## src/rtl/dmem_arbiter_if.sv

```systemverilog
// Bus bundle between the data-memory arbiter, the core memory stage,
// the debug coprocessor IO requester and the data memory.
// slave  : the arbiter's view.
// master : the view of whatever drives the core/coprocessor/memory side.
interface dmem_arbiter_if #(
    parameter int N  = 64,
    parameter int AW = 15
);
    // core memory stage
    logic          core_re;
    logic          core_we;
    logic [AW-1:0] core_addr;
    logic [N-1:0]  core_wdata;
    logic [2:0]    core_width;
    logic          core_stall;

    // debug coprocessor
    logic          cp_halt;
    logic          cp_req;
    logic          cp_we;
    logic [AW-1:0] cp_addr;
    logic [N-1:0]  cp_wdata;
    logic          cp_gnt;
    logic          cp_rvalid;
    logic [N-1:0]  cp_rdata;

    // data memory
    logic          mem_re;
    logic          mem_we;
    logic [AW-4:0] mem_wordAddr;
    logic [2:0]    mem_byteOffset;
    logic [2:0]    mem_width;
    logic [N-1:0]  mem_wdata;
    logic [N-1:0]  mem_rdata;

    modport slave (
        input  core_re, core_we, core_addr, core_wdata, core_width,
        output core_stall,
        input  cp_halt, cp_req, cp_we, cp_addr, cp_wdata,
        output cp_gnt, cp_rvalid, cp_rdata,
        output mem_re, mem_we, mem_wordAddr, mem_byteOffset, mem_width, mem_wdata,
        input  mem_rdata
    );

    modport master (
        output core_re, core_we, core_addr, core_wdata, core_width,
        input  core_stall,
        output cp_halt, cp_req, cp_we, cp_addr, cp_wdata,
        input  cp_gnt, cp_rvalid, cp_rdata,
        input  mem_re, mem_we, mem_wordAddr, mem_byteOffset, mem_width, mem_wdata,
        output mem_rdata
    );
endinterface

```

## src/rtl/dmem_arbiter.sv

```systemverilog
// Data-memory port arbiter: core memory stage vs. debug coprocessor.
// The core has default priority; the coprocessor wins when the core is
// idle, when the core is halted, or when it has been denied STARVE_MAX
// consecutive cycles. The memory reads asynchronously, so every
// coprocessor access completes in its grant cycle; a read's data is
// captured on the grant edge and returned with a one-cycle cp_rvalid.
module dmem_arbiter #(
    parameter int N          = 64,
    parameter int AW         = 15,
    parameter int STARVE_MAX = 8
) (
    input  logic          clk,
    input  logic          reset,   // asynchronous, active low
    dmem_arbiter_if.slave bus
);
    localparam int CW = $clog2(STARVE_MAX + 1);
    localparam logic [CW-1:0] STARVE_LIM = CW'(STARVE_MAX);

    typedef enum logic [1:0] {
        IDLE    = 2'd0,
        CP_ACC  = 2'd1,
        CP_RESP = 2'd2
    } state_t;

    state_t        state, stateNext;
    logic [CW-1:0] starveCnt, starveCntNext;
    logic [N-1:0]  cpRdata;

    logic coreAct;
    logic forced;
    logic cpWin;
    logic cpGnt;
    logic coreStall;

    // Grant decision and next state. Grants are only issued from IDLE,
    // which is what limits back-to-back reads to one per two cycles.
    always_comb begin
        stateNext = state;
        cpGnt     = 1'b0;
        coreStall = 1'b0;
        coreAct   = bus.core_re | bus.core_we;
        forced    = (starveCnt == STARVE_LIM);
        cpWin     = bus.cp_req & (bus.cp_halt | ~coreAct | forced);
        case (state)
            IDLE: begin
                if (cpWin) begin
                    cpGnt     = 1'b1;
                    stateNext = bus.cp_we ? IDLE : CP_RESP;
                end
            end
            // With a single-cycle memory the forced access happens in the
            // IDLE grant cycle itself, which is the one cycle the core is
            // held off, so this state is not entered. It is kept as a park
            // state for a slower memory: the core is held one cycle and
            // the port then goes back to normal arbitration.
            CP_ACC: begin
                coreStall = coreAct;
                stateNext = IDLE;
            end
            // Response cycle: the core owns the port again.
            CP_RESP: begin
                stateNext = IDLE;
            end
            default: begin
                stateNext = IDLE;
            end
        endcase
        // Nothing is granted while reset is held.
        if (!reset) begin
            cpGnt     = 1'b0;
            coreStall = 1'b0;
        end
        // A forced grant stalls the core unless the debugger froze it.
        if (cpGnt && coreAct)
            coreStall = 1'b1;
        if (bus.cp_halt)
            coreStall = 1'b0;
    end

    // Starvation counter: counts denied request cycles, saturating.
    always_comb begin
        starveCntNext = starveCnt;
        if (!bus.cp_req || cpGnt)
            starveCntNext = '0;
        else if (!forced)
            starveCntNext = starveCnt + 1'b1;
    end

    // Port mux: the coprocessor owns the port only in its grant cycle.
    always_comb begin
        bus.mem_re         = bus.core_re;
        bus.mem_we         = bus.core_we;
        bus.mem_wordAddr   = bus.core_addr[AW-1:3];
        bus.mem_byteOffset = bus.core_addr[2:0];
        bus.mem_width      = bus.core_width;
        bus.mem_wdata      = bus.core_wdata;
        if (cpGnt) begin
            bus.mem_re         = ~bus.cp_we;
            bus.mem_we         = bus.cp_we;
            bus.mem_wordAddr   = bus.cp_addr[AW-1:3];
            bus.mem_byteOffset = bus.cp_addr[2:0];
            bus.mem_width      = 3'b111;
            bus.mem_wdata      = bus.cp_wdata;
        end
    end

    // Handshake outputs.
    always_comb begin
        bus.cp_gnt     = cpGnt;
        bus.cp_rvalid  = (state == CP_RESP);
        bus.core_stall = coreStall;
        bus.cp_rdata   = cpRdata;
    end

    // State register; reset drops any pending response.
    always_ff @(posedge clk or negedge reset) begin
        if (!reset)
            state <= IDLE;
        else
            state <= stateNext;
    end

    // Starvation counter register.
    always_ff @(posedge clk or negedge reset) begin
        if (!reset)
            starveCnt <= '0;
        else
            starveCnt <= starveCntNext;
    end

    // Capture read data on the grant edge of a coprocessor read.
    always_ff @(posedge clk or negedge reset) begin
        if (!reset)
            cpRdata <= '0;
        else if (cpGnt && !bus.cp_we)
            cpRdata <= bus.mem_rdata;
    end
endmodule
```

## src/flat_wrapper.sv

```systemverilog
// flat-port wrapper written by rule: the top's interface ports become plain ports
module dmem_arbiter_flat 
#(
    parameter int N          = 64,
    parameter int AW         = 15,
    parameter int STARVE_MAX = 8
)
  (clk, reset, bus_core_re, bus_core_we, bus_core_addr, bus_core_wdata, bus_core_width, bus_core_stall, bus_cp_halt, bus_cp_req, bus_cp_we, bus_cp_addr, bus_cp_wdata, bus_cp_gnt, bus_cp_rvalid, bus_cp_rdata, bus_mem_re, bus_mem_we, bus_mem_wordAddr, bus_mem_byteOffset, bus_mem_width, bus_mem_wdata, bus_mem_rdata);
  dmem_arbiter_if #(.N(N), .AW(AW)) bus_i ();
  input  logic clk;
  input  logic reset;
  input wire logic [$bits(bus_i.core_re)-1:0] bus_core_re;
  input wire logic [$bits(bus_i.core_we)-1:0] bus_core_we;
  input wire logic [$bits(bus_i.core_addr)-1:0] bus_core_addr;
  input wire logic [$bits(bus_i.core_wdata)-1:0] bus_core_wdata;
  input wire logic [$bits(bus_i.core_width)-1:0] bus_core_width;
  output wire logic [$bits(bus_i.core_stall)-1:0] bus_core_stall;
  input wire logic [$bits(bus_i.cp_halt)-1:0] bus_cp_halt;
  input wire logic [$bits(bus_i.cp_req)-1:0] bus_cp_req;
  input wire logic [$bits(bus_i.cp_we)-1:0] bus_cp_we;
  input wire logic [$bits(bus_i.cp_addr)-1:0] bus_cp_addr;
  input wire logic [$bits(bus_i.cp_wdata)-1:0] bus_cp_wdata;
  output wire logic [$bits(bus_i.cp_gnt)-1:0] bus_cp_gnt;
  output wire logic [$bits(bus_i.cp_rvalid)-1:0] bus_cp_rvalid;
  output wire logic [$bits(bus_i.cp_rdata)-1:0] bus_cp_rdata;
  output wire logic [$bits(bus_i.mem_re)-1:0] bus_mem_re;
  output wire logic [$bits(bus_i.mem_we)-1:0] bus_mem_we;
  output wire logic [$bits(bus_i.mem_wordAddr)-1:0] bus_mem_wordAddr;
  output wire logic [$bits(bus_i.mem_byteOffset)-1:0] bus_mem_byteOffset;
  output wire logic [$bits(bus_i.mem_width)-1:0] bus_mem_width;
  output wire logic [$bits(bus_i.mem_wdata)-1:0] bus_mem_wdata;
  input wire logic [$bits(bus_i.mem_rdata)-1:0] bus_mem_rdata;
  assign bus_i.core_re = bus_core_re;
  assign bus_i.core_we = bus_core_we;
  assign bus_i.core_addr = bus_core_addr;
  assign bus_i.core_wdata = bus_core_wdata;
  assign bus_i.core_width = bus_core_width;
  assign bus_core_stall = bus_i.core_stall;
  assign bus_i.cp_halt = bus_cp_halt;
  assign bus_i.cp_req = bus_cp_req;
  assign bus_i.cp_we = bus_cp_we;
  assign bus_i.cp_addr = bus_cp_addr;
  assign bus_i.cp_wdata = bus_cp_wdata;
  assign bus_cp_gnt = bus_i.cp_gnt;
  assign bus_cp_rvalid = bus_i.cp_rvalid;
  assign bus_cp_rdata = bus_i.cp_rdata;
  assign bus_mem_re = bus_i.mem_re;
  assign bus_mem_we = bus_i.mem_we;
  assign bus_mem_wordAddr = bus_i.mem_wordAddr;
  assign bus_mem_byteOffset = bus_i.mem_byteOffset;
  assign bus_mem_width = bus_i.mem_width;
  assign bus_mem_wdata = bus_i.mem_wdata;
  assign bus_i.mem_rdata = bus_mem_rdata;
  dmem_arbiter #(.N(N), .AW(AW), .STARVE_MAX(STARVE_MAX)) u_core (.clk(clk), .reset(reset), .bus(bus_i));
endmodule
```

## config.mk

```make
export PLATFORM = sky130hd
export DESIGN_NAME = dmem_arbiter_flat
export DESIGN_NICKNAME = d
export VERILOG_FILES = /design/src/rtl/dmem_arbiter_if.sv /design/src/rtl/dmem_arbiter.sv /design/src/flat_wrapper.sv
export SDC_FILE = /design/constraint.sdc
export NUM_CORES = 1
export LEC_CHECK = 0
export BUFFER_PORTS_ARGS = -buffer_cell sky130_fd_sc_hd__buf_4
export CORE_AREA = 8 8 141 143
export DETAILED_ROUTE_END_ITERATION = 7
export DIE_AREA = 0 0 149 151
export PLACE_DENSITY = 0.65
export SYNTH_ARGS = -nofsm -noshare
export SYNTH_HDL_FRONTEND = slang
export SYNTH_SLANG_ARGS = --single-unit
```

## constraint.sdc

```tcl
create_clock -name clk -period 3.6 [get_ports clk]
set_clock_uncertainty 0.1 [all_clocks]
set_input_delay 0.54 -clock clk [delete_from_list [all_inputs] [get_ports clk]]
set_output_delay 0.54 -clock clk [all_outputs]
set_load 0.01 [all_outputs]
```

# After elaboration in Yosys (flattened, before gate mapping)
# Cells that the tools add are included.
[totals] ff_bits=70 out_inout_bits=151
[classes] n_reduce_logical=6 n_addsub=1 mux=18 bitwise_logic=6 eq_ne=5
[ops] cell="64-bit two-way mux" count=1
[ops] cell="12-bit two-way mux" count=1
[ops] cell="1-bit two-way mux" count=9
[ops] cell="4-bit two-way mux" count=2
[ops] cell="2-bit two-way mux" count=3
[ops] cell="3-bit two-way mux" count=2
[ops] cell="4-bit by 1-bit adder with 4-bit output, second input constant" count=1
[ops] cell="4-bit equality test, second input constant" count=1
[ops] cell="1-bit bitwise OR" count=3
[ops] cell="2-bit by 1-bit equality test with 1-bit output, second input constant" count=1
[ops] cell="2-bit equality test, second input constant" count=1
[ops] cell="1-bit logical AND" count=2
[ops] cell="1-bit zero test" count=2
[ops] cell="2-bit zero test" count=1
[ops] cell="2-bit by 1-bit != test with 1-bit output, second input constant" count=1
[ops] cell="2-bit != test, second input constant" count=1
[ops] cell="1-bit inverter" count=2
[ops] cell="1-bit AND" count=1
[ops] cell="1-bit logical OR" count=1

# Longest topological paths before layout
# Gate-level depths: netlist (run 1).
[logic_depth] word_depth=11 depth_mapped=7 depth_no_buf=5

# Worst setup path after synthesis (run 1)
# No wires, ideal clock.
[synth_timing] kind="register to output" from="register u_core.starveCnt[0]" to="output port bus_mem_wdata[27]" path_stages_with_launch=8 required_ns=2.960 arrival_time_ns=1.760 slack_ns=1.200 path_cell_list="dfrtp_1 > inv_1 > ha_1 > and3b_2 > o211ai_2 > buf_4 > buf_6 > mux2_1"
[synth_via] elab_chain_len=7
[synth_lines] item="start: declaration" line="dmem_arbiter.sv:26" rtl="logic [CW-1:0] starveCnt, starveCntNext;"
[synth_lines] item="start signal: assignment" line="dmem_arbiter.sv:128" rtl="starveCnt <= starveCntNext;"
[synth_lines] item="4-bit equality test" line="dmem_arbiter.sv:42" rtl="forced = (starveCnt == STARVE_LIM);"
[synth_lines] item="1-bit bitwise OR" line="dmem_arbiter.sv:43" rtl="cpWin = bus.cp_req & (bus.cp_halt | ~coreAct | forced);"
[synth_lines] item="1-bit AND" line="dmem_arbiter.sv:43"
[synth_lines] item="1-bit two-way mux" line="dmem_arbiter.sv:46" rtl="if (cpWin) begin"
[synth_lines] item="1-bit two-way mux" line="dmem_arbiter.sv:44" rtl="case (state)"
[synth_lines] item="1-bit two-way mux" line="dmem_arbiter.sv:69" rtl="if (!reset) begin"
[synth_lines] item="64-bit two-way mux" line="dmem_arbiter.sv:97" rtl="if (cpGnt) begin"
[synth_lines] item="end: declaration" line="flat_wrapper.sv:31" rtl="output wire logic [$bits(bus_i.mem_wdata)-1:0] bus_mem_wdata;"
# No other way between the ends.

# Worst setup path after layout (run 1)
[layout_timing] from="register u_core.starveCnt[0]" to="output port bus_mem_wordAddr[10]"
[layout_via] elab_chain_len=7
[layout_lines] item="4-bit equality test" line="dmem_arbiter.sv:42"
[layout_lines] item="1-bit bitwise OR" line="dmem_arbiter.sv:43"
[layout_lines] item="1-bit AND" line="dmem_arbiter.sv:43"
[layout_lines] item="1-bit two-way mux" line="dmem_arbiter.sv:46"
[layout_lines] item="1-bit two-way mux" line="dmem_arbiter.sv:44"
[layout_lines] item="1-bit two-way mux" line="dmem_arbiter.sv:69"
[layout_lines] item="12-bit two-way mux" line="dmem_arbiter.sv:97"
[layout_lines] item="end: declaration" line="flat_wrapper.sv:28" rtl="output wire logic [$bits(bus_i.mem_wordAddr)-1:0] bus_mem_wordAddr;"
# No other way between the ends.

==> impl_metrics.json, run 1 <==
{
  "ant_nets": 0,
  "clockBufferDepth": 2,
  "grt_util_all_layers_pct": 14.7,
  "slowest_delay_ns": 0.41,
  "drt_iter0_drc": 95,
  "hp-class": "input port to asynchronous set/reset pin",
  "first_pass_iters": 4,
  "clockRootBuffer": "clkbuf_16",
  "ys_warn_count": 0,
  "drv_slew": 0,
  "clkTransAtPathRegs_ns": 0.06,
  "layout-drive-gt1-share_pct": 74.0,
  "slew-limit-headroom_pct": 67.0,
  "met1Wirelength_um": 6920,
  "rows": 49,
  "hpwlAfterDp_um": 15200,
  "yosys.area_share.adder_pct": 0.672,
  "die_width_um": 149,
  "synth_mux_area_share_pct": 43.8,
  "initial_core_util_pct": 21.1,
  "path_buf_inv": 3,
  "drv_cap": 0,
  "cp.required_ns": 2.96,
  "viasPerCell": 4.13,
  "coreArea_mm2": 0.0177,
  "first_global_vias": 3896,
  "worst_slew_pin_slew_ns": 0.491,
  "synth_area_per_cell_um2": 14.3,
  "insertedDiodeCount": 0,
  "clock-sinks": 69,
  "antenna_found_initial": 0,
  "multiInputGateArea_mm2": 0.00185,
  "syn_to_final_growth_pct": 90.2,
  "endpoint_kind": "output port",
  "netlist_area_mm2": 0.00372,
  "synth_cell_types": 26,
  "io_buffer_count": 382,
  "dr_wl_met3_um": 1810,
  "synthArstFlopShare_pct": 100,
  "finalSetupTns_ns": 0,
  "dieArea_mm2": 0.0225,
  "hold_violations": 0,
  "routedWlPerCell_um": 20.5,
  "ys_seq_area_share_pct": 46.4,
  "synth-edff-count": 0,
  "routed.top_layer": "met4",
  "path_class": "register to output port",
  "post_cts_resized": 0,
  "synth_compound_area_share_pct": 1.91,
  "critPathArrivalTime_ns": 2.57,
  "setup_viol": 0,
  "run_status": "complete, no violations",
  "synth_flop_cell": "dfrtp_1",
  "crit_slowest_cell": "mux2_2",
  "clock_latency_ns": 0.33,
  "drc": 0,
  "cts_tree": "yes",
  "synth_top_family_by_area": "multiplexers",
  "fmax_mhz": 312,
  "total_power_mw": 2.95,
  "fp.dieH_um": 151,
  "seq_area_mm2": 0.00173,
  "rsz0062_at_grt": "no",
  "wl_met2_um": 8910,
  "num-fill-cells": 1731,
  "crit_family": "buffers and inverters",
  "path_cells": "inv_1, ha_1, and3b_2, o211ai_4, buf_12, mux2_2, buf_4",
  "synthCells": 260,
  "start_kind": "register",
  "postCtsSetupBuffers": 0,
  "synth-seq-cells": 69,
  "ctsHoldBuffers": 0,
  "vias": 3614,
  "cts_made_buffers": 9,
  "grt_pass1_wl_um": 25000,
  "io_pins": 383,
  "worst_slack_ns": 0.390,
  "nNetsFinal": 875,
  "post-place-ws_ns": 0.780,
  "p_per_area_mw_per_mm2": 416,
  "place.gp.congestion": 0.866,
  "syn_nets": 494,
  "grt.overflow.total": 0,
  "p_leak_nw": 3.56,
  "synth_xor_area_share_pct": 0.705,
  "cp_max_fo": 80,
  "synth-simple-area-share_pct": 2.08,
  "htree_levels": 3,
  "peakVddDrop_uv": 356,
  "drt_wl_total_um": 18000,
  "fin_crit_sh_pct": 89.2,
  "grt_max_degree": 81,
  "min_period_ns": 3.21
}
-- final timing paths --
kind / cells past startpoint / slack, ns / endpoint / start
max: 7 / 0.39 / bus_mem_wordAddr[10] / u_core.starveCnt[0]
min: 2 / 0.17 / u_core.bus.cp_rdata[5] / reset
max reg2reg: 6 / 1.45 / u_core.bus.cp_rdata[32] / u_core.starveCnt[0]
min reg2reg: 1 / 0.39 / u_core.bus.cp_rdata[8] / u_core.bus.cp_rdata[8]
max in group asynchronous: 3 / 2.40 / u_core.bus.cp_rdata[49] / reset
min in group clk: 2 / 0.30 / u_core.state[1] / bus_cp_we
-- stage by stage --
| step | std cells | utilization [%] | hold WS [ns] | instance area, µm² |
|---|---|---|---|---|
| final | 875 | 40.1 | 0.168 | 7080 |
| after global routing | 875 | 40.1 | 0.199 | 7080 |
| after CTS | 875 | 40.1 | 0.172 | 7080 |
| after detailed placement | 859 | 38.5 | 0.382 | 6810 |
| after global placement | 859 | 38.5 | 0.375 | 6810 |
| after floorplan | 260 | - | 0.144 | 3720 |
-- routing by layer --
layer / global-route usage, % / vias to the layer above
met3: 6.36 / 15
met2: 24.7 / 205
met5: 0 / -
met4: 4.90 / 0
li1: - / 1706
met1: 16.5 / 1688
-- report_power, final --
group          switching, mW  internal, mW
logic                  0.427         0.639
registers             0.0982         0.961
clock network          0.338         0.486
total                  0.863          2.09
-- cell type report --
type / count / area share (%)
tap: 229 / 4.04
multi-input combinational: 170 / 26.1
inverter: 5 / 0.265
timing repair buffer: 386 / 41.3
sequential: 69 / 24.4
clock buffer: 11 / 3.43
clock inverter: 5 / 0.495
-- registers in the layout (all words and copies together) (netlist names) --
signal / cells
u_core.state: 1
u_core.bus.cp_rdata: 64
u_core.starveCnt: 4
-- kinds of logic after synthesis --
| family | Yosys count |
|---|---|
| multiplexers | 145 |
| flip-flops | 69 |
| buffers and inverters | 21 |
| AND/OR/NAND/NOR | 13 |
| AO/OA/AOI/OAI | 7 |
| XOR/XNOR | 3 |
| adder cells (fa/ha/maj) | 2 |
-- layout by cell type (no fill, tap or decap), types with 2 or more instances in the layout --
cell type	instances
clkbuf_16	9
dfrtp_1	69
nand2b_1	3
xnor2_1	2
mux2_2	72
nor3_1	4
inv_1	5
ha_1	2
buf_12	2
clkinv_2	2
mux2_1	72
buf_4	384
-- cells in the mapped netlist (2+ instances only) --
master,count,area [µm²]
ha_1,2,25.0
dfrtp_1,69,1730
xnor2_1,2,17.5
mux2_1,72,811
buf_4,2,15.0
inv_1,5,18.8
buf_6,10,113
buf_2,4,20.0
mux2_2,72,811
nor3_1,4,20.0
nand2b_1,3,18.8
No activity file was read; power rests on OpenSTA's default activity.
==> run 2, diff against run 1 <==
- CORE_AREA: 8 8 141 143 -> 8 8 143 145
- CTS_BUF_LIST: not set -> sky130_fd_sc_hd__clkbuf_4 sky130_fd_sc_hd__clkbuf_8
- DIE_AREA: 0 0 149 151 -> 0 0 151 153
- PLACE_DENSITY: 0.65 -> 0.64
==> run 2 against run 1 <==
Utilization shrank 1.7 points. Wire length is 1.6% higher. Critical path type unchanged. Die area increased by 2.7%. Non-clock buffer count increased by 3. Sequential share of layout area up 0.23 points. Global-route usage grew 0.21 points. Clock power down 30%. First-iteration DRC count fell by 35%. Design area fell by 0.92%. Count of clock-buffer cells in the layout fell by 2. Sequential power barely moved.
==> impl_metrics.json, run 2 (same netlist as run 1, synthesis figures left out) <==
{
  "hold_violations": 0,
  "power.internal_mw": 1.85,
  "post_cts_resized": 0,
  "grt_pass1_wl_um": 25900,
  "final_common_cell": "buf_4",
  "seq_power_share_pct": 39.0,
  "postCtsSetupBuffers": 0,
  "switching_share_pct": 31.4,
  "cp.required_ns": 2.96,
  "p_clk_share_pct": 21.3,
  "dieArea_mm2": 0.0231,
  "finalSetupTns_ns": 0,
  "cts_made_buffers": 9,
  "grt_max_degree": 65,
  "critPathArrivalTime_ns": 2.72,
  "vias": 3667,
  "worst_slew_pin_slew_ns": 0.681,
  "antenna_found_initial": 0,
  "hold_ws_ns": 0.0570,
  "die_width_um": 151,
  "setup_viol": 0,
  "fp.dieH_um": 153,
  "first_global_vias": 4067,
  "total_power_mw": 2.70,
  "combPwrFrac_pct": 39.7,
  "rows": 50,
  "multiInputGateArea_mm2": 0.00185,
  "peakVddDrop_uv": 345,
  "drv_cap": 0,
  "place.gp.congestion": 0.842,
  "num-fill-cells": 1848,
  "p_per_area_mw_per_mm2": 385,
  "clock-sinks": 69,
  "clkTransAtPathRegs_ns": 0.09,
  "cts_tree": "yes",
  "initial_core_util_pct": 20.4,
  "layout_common_cells": "buf_4 (386), mux2_2 (72), mux2_1 (72)",
  "min_period_ns": 3.36,
  "clockRootBuffer": "clkbuf_8",
  "ctsHoldBuffers": 0,
  "dp.cells": 867,
  "clock_latency_ns": 0.36,
  "hpwlAfterDp_um": 15800,
  "htree_levels": 3,
  "coreArea_mm2": 0.0183,
  "viasPerCell": 4.16,
  "insertedDiodeCount": 0,
  "io_buffer_count": 382,
  "switchingPower_mw": 0.849,
  "grt_util_all_layers_pct": 14.9,
  "syn_to_final_growth_pct": 88.4,
  "drt_wl_total_um": 18300,
  "path_class": "register to output port",
  "critPathLaunch": "u_core.starveCnt[0]",
  "fin_crit_sh_pct": 93.2,
  "r2r-start": "u_core.starveCnt[0]",
  "start_kind": "register",
  "grt.overflow.total": 0,
  "io_pins": 383,
  "layout-drive-gt1-share_pct": 74.2,
  "cp_max_fo": 30,
  "run_status": "complete, no violations",
  "drc": 0,
  "first_pass_iters": 4,
  "p_leak_nw": 3.52,
  "clockBufferDepth": 2,
  "drt_iter0_drc": 62,
  "seq_area_mm2": 0.00173,
  "drv_slew": 0,
  "largest_reg_flops": 64,
  "rsz0062_at_grt": "no",
  "fmax_mhz": 298,
  "fin_cells": 882,
  "nNetsFinal": 878,
  "routedWlPerCell_um": 20.7,
  "hp-class": "input port to asynchronous set/reset pin",
  "endpoint_kind": "output port",
  "ant_nets": 0,
  "slew-limit-headroom_pct": 54.4
}
run 2: power by group through the flow:
stage / registers [mW] / logic, mW / clock network, mW
2_1_floorplan: 1.15 / 0.296 / 0
3_3_place_gp: 1.06 / 1.09 / 0
3_5_place_dp: 1.07 / 1.10 / 0
4_1_cts: 1.06 / 1.10 / 0.608
5_1_grt: 1.08 / 1.15 / 0.631
6_report: 1.05 / 1.07 / 0.575
run 2: worst max-delay path: stages (launching register included):
cell and delay (ns):
dfrtp_1 0.37, inv_1 0.08, ha_1 0.21, and3b_2 0.28, o211ai_4 0.60, buf_12 0.28, mux2_2 0.38, buf_4 0.16
run 2: worst paths after layout:
path / end / slack [ns] / cells after the start
min in group clk: u_core.bus.cp_rdata[61] / 0.28 / 2
min: u_core.bus.cp_rdata[3] / 0.06 / 2
max reg2reg: u_core.bus.cp_rdata[35] / 1.42 / 6
max: bus_mem_wdata[39] / 0.24 / 7
max in group asynchronous: u_core.bus.cp_rdata[35] / 2.39 / 3
min reg2reg: u_core.bus.cp_rdata[50] / 0.40 / 1
run 2: metal layers:
layer / vias up / routed length, µm / global-route usage, %
met4: 0 / 265 / 3.91
li1: 1707 / - / -
met2: 212 / 9040 / 25.8
met1: 1732 / 6770 / 16.5
met5: - / 0 / 0
met3: 16 / 2180 / 6.17
run 2: layout make-up:
cell class | instances | share of cell area (%)
flip-flops and latches | 69 | 24.6
clock inverters | 6 | 0.677
multi-input cells | 170 | 26.4
inverters | 5 | 0.267
well taps | 234 | 4.17
repair buffers | 389 | 42.1
clock buffers | 9 | 1.76
run 2: stage by stage:
stage	util (%)	worst slack, ns	cell area (µm²)
finish	38.4	0.244	7020
floorplan	-	1.20	3720
detailed placement	37.5	0.619	6850
global placement	37.5	0.622	6850
global route	38.4	0.0820	7020
CTS	38.4	0.189	7020
==> run 3, diff against run 2 <==
- CORE_AREA: 8 8 143 145 -> 2 2 149 151
- PLACE_DENSITY: 0.64 -> 0.57
- SETUP_SLACK_MARGIN: not set -> 0.3
==> run 3 against run 2 <==
Wire length decreased by 8.4%. Sequential share of layout area decreased by 0.46 points. Utilization decreased by 5.1 points. Hold slack improved by 0.089 ns. Critical endpoint is now bus_mem_wdata[42]. Critical path depth increased by 1. Total power increased by 3.4%. Largest power group unchanged. Design area increased by 1.9%.
==> impl_metrics.json, run 3 (same netlist as run 1, synthesis figures left out) <==
{
  "run_status": "complete, no violations",
  "grt_util_all_layers_pct": 13.6,
  "switching_share_pct": 30.3,
  "cp.required_ns": 2.96,
  "fin_crit_sh_pct": 86.4,
  "cts_tree": "yes",
  "rows": 54,
  "path_class": "register to output port",
  "p_leak_nw": 3.57,
  "p_per_area_mw_per_mm2": 390,
  "clock-sinks": 69,
  "dieArea_mm2": 0.0231,
  "start_kind": "register",
  "cts_made_buffers": 9,
  "clockRootBuffer": "clkbuf_8",
  "switchingPower_mw": 0.846,
  "worst_slack_ns": 0.488,
  "viasPerCell": 3.92,
  "critPathArrivalTime_ns": 2.47,
  "antenna_found_initial": 1,
  "drv_cap": 0,
  "fmax_mhz": 321,
  "crit_slowest_cell": "dfrtp_1",
  "first_pass_iters": 4,
  "die_width_um": 151,
  "hold_ws_ns": 0.146,
  "place.gp.congestion": 0.847,
  "hp-class": "input port to asynchronous set/reset pin",
  "final_common_cell": "buf_4",
  "slowest_delay_ns": 0.38,
  "first_global_vias": 3868,
  "layout_common_cells": "buf_4 (391), mux2_2 (72), mux2_1 (72)",
  "p_clk_share_pct": 24.2,
  "rsz0062_at_grt": "no",
  "clock_latency_ns": 0.36,
  "slew-limit-headroom_pct": 66.3,
  "fp.dieH_um": 153,
  "power.internal_mw": 1.95,
  "hold_violations": 0,
  "htree_levels": 3,
  "drc": 0,
  "seq_power_share_pct": 37.7,
  "vias": 3665,
  "initial_core_util_pct": 17.3,
  "drt_iter0_drc": 64,
  "post-place-ws_ns": 0.644,
  "syn_to_final_growth_pct": 92.1,
  "drt_wl_total_um": 16700,
  "routedWlPerCell_um": 17.9,
  "io_pins": 383,
  "clockBufferDepth": 2,
  "hpwlAfterDp_um": 14100,
  "ff2ff_path_depth": 6,
  "finalSetupTns_ns": 0,
  "drv_slew": 0,
  "ant_nets": 0,
  "endpoint_kind": "output port",
  "layout-drive-gt1-share_pct": 74.5,
  "nNetsFinal": 883,
  "worst_slew_pin_slew_ns": 0.500,
  "grt.overflow.total": 0,
  "cp_max_fo": 23,
  "coreArea_mm2": 0.0215,
  "combPwrFrac_pct": 38.1,
  "cpMostUsedCell": "buf_4",
  "setup_viol": 0,
  "grt_pass1_wl_um": 23300,
  "largest_reg_flops": 64,
  "path_cells": "inv_1, ha_1, and3b_2, o211ai_4, buf_12, buf_4, mux2_2, buf_4",
  "min_period_ns": 3.11,
  "peakVddDrop_uv": 237,
  "clkTransAtPathRegs_ns": 0.09,
  "io_buffer_count": 382,
  "grt_max_degree": 65
}
==> run 3: changes by cell type in the layout (fill, tap and decap cells not counted), sizes merged <==
cell / delta
buf: +5
clkinvlp: -3
clkinv: +2
diode: +2
bufinv: +1
clkbuf: +1
==> run 3: worst max-delay path: cells and delay by family, from the launching register on <==
kind	cells	cell delay, ns
buffers and inverters	4	0.65
DFF	1	0.38
muxes	1	0.38
and+or+nand+nor	1	0.28
adders and majority gates	1	0.21
AOI/OAI and AO/OA	1	0.21
==> run 3: path summary, 6_finish.rpt <==
path / start / end / slack (ns)
max: u_core.starveCnt[0] / bus_mem_wdata[42] / 0.49
min: reset / u_core.bus.cp_rdata[8] / 0.15
max reg2reg: u_core.starveCnt[0] / u_core.bus.cp_rdata[32] / 1.37
min reg2reg: u_core.bus.cp_rdata[10] / u_core.bus.cp_rdata[10] / 0.39
max in group asynchronous: reset / u_core.bus.cp_rdata[4] / 2.39
min in group clk: bus_mem_rdata[53] / u_core.bus.cp_rdata[53] / 0.28
==> run 3: layout make-up <==
class | count | area (µm²)
fill | 2212 | 14300
timing repair buffer | 394 | 3000
multi-input combinational | 170 | 1850
sequential | 69 | 1730
tap | 280 | 350
clock buffer | 10 | 138
clock inverter | 6 | 68.8
inverter | 5 | 18.8
antenna | 2 | 5.00
==> run 3: timing repair <==
action | CTS | global route
hold buffers | 0 | 0
setup buffers | 4 | 0
resized for setup | 0 | 0
setup endpoints to repair | 26 | 0
==> run 3: metrics by stage <==
step	instances	total power, mW	util (%)	area (µm²)
2_1_floorplan	260	1.45	-	3720
3_3_place_gp	914	2.14	32.1	6900
3_5_place_dp	914	2.15	32.1	6900
4_1_cts	934	2.85	33.3	7150
5_1_grt	935	2.96	33.3	7150
6_report	936	2.79	33.3	7150
==> run 3: per-layer routing <==
layer,wire length [µm],up-vias,track usage [%],part of all wire (%)
met5,0,-,0,0
met4,636,0,6.28,3.8
met1,6000,1712,14.4,36
li1,-,1716,-,-
met2,8400,208,23.9,50
met3,1690,29,4.90,10
==> run 3: power groups by stage <==
| stage | combinational, mW | sequential (mW) | clock, mW |
|---|---|---|---|
| floorplan | 0.296 | 1.15 | 0 |
| finish | 1.07 | 1.05 | 0.675 |
| CTS | 1.09 | 1.05 | 0.708 |
| global route | 1.14 | 1.08 | 0.738 |
| detailed placement | 1.08 | 1.07 | 0 |
| global placement | 1.08 | 1.06 | 0 |
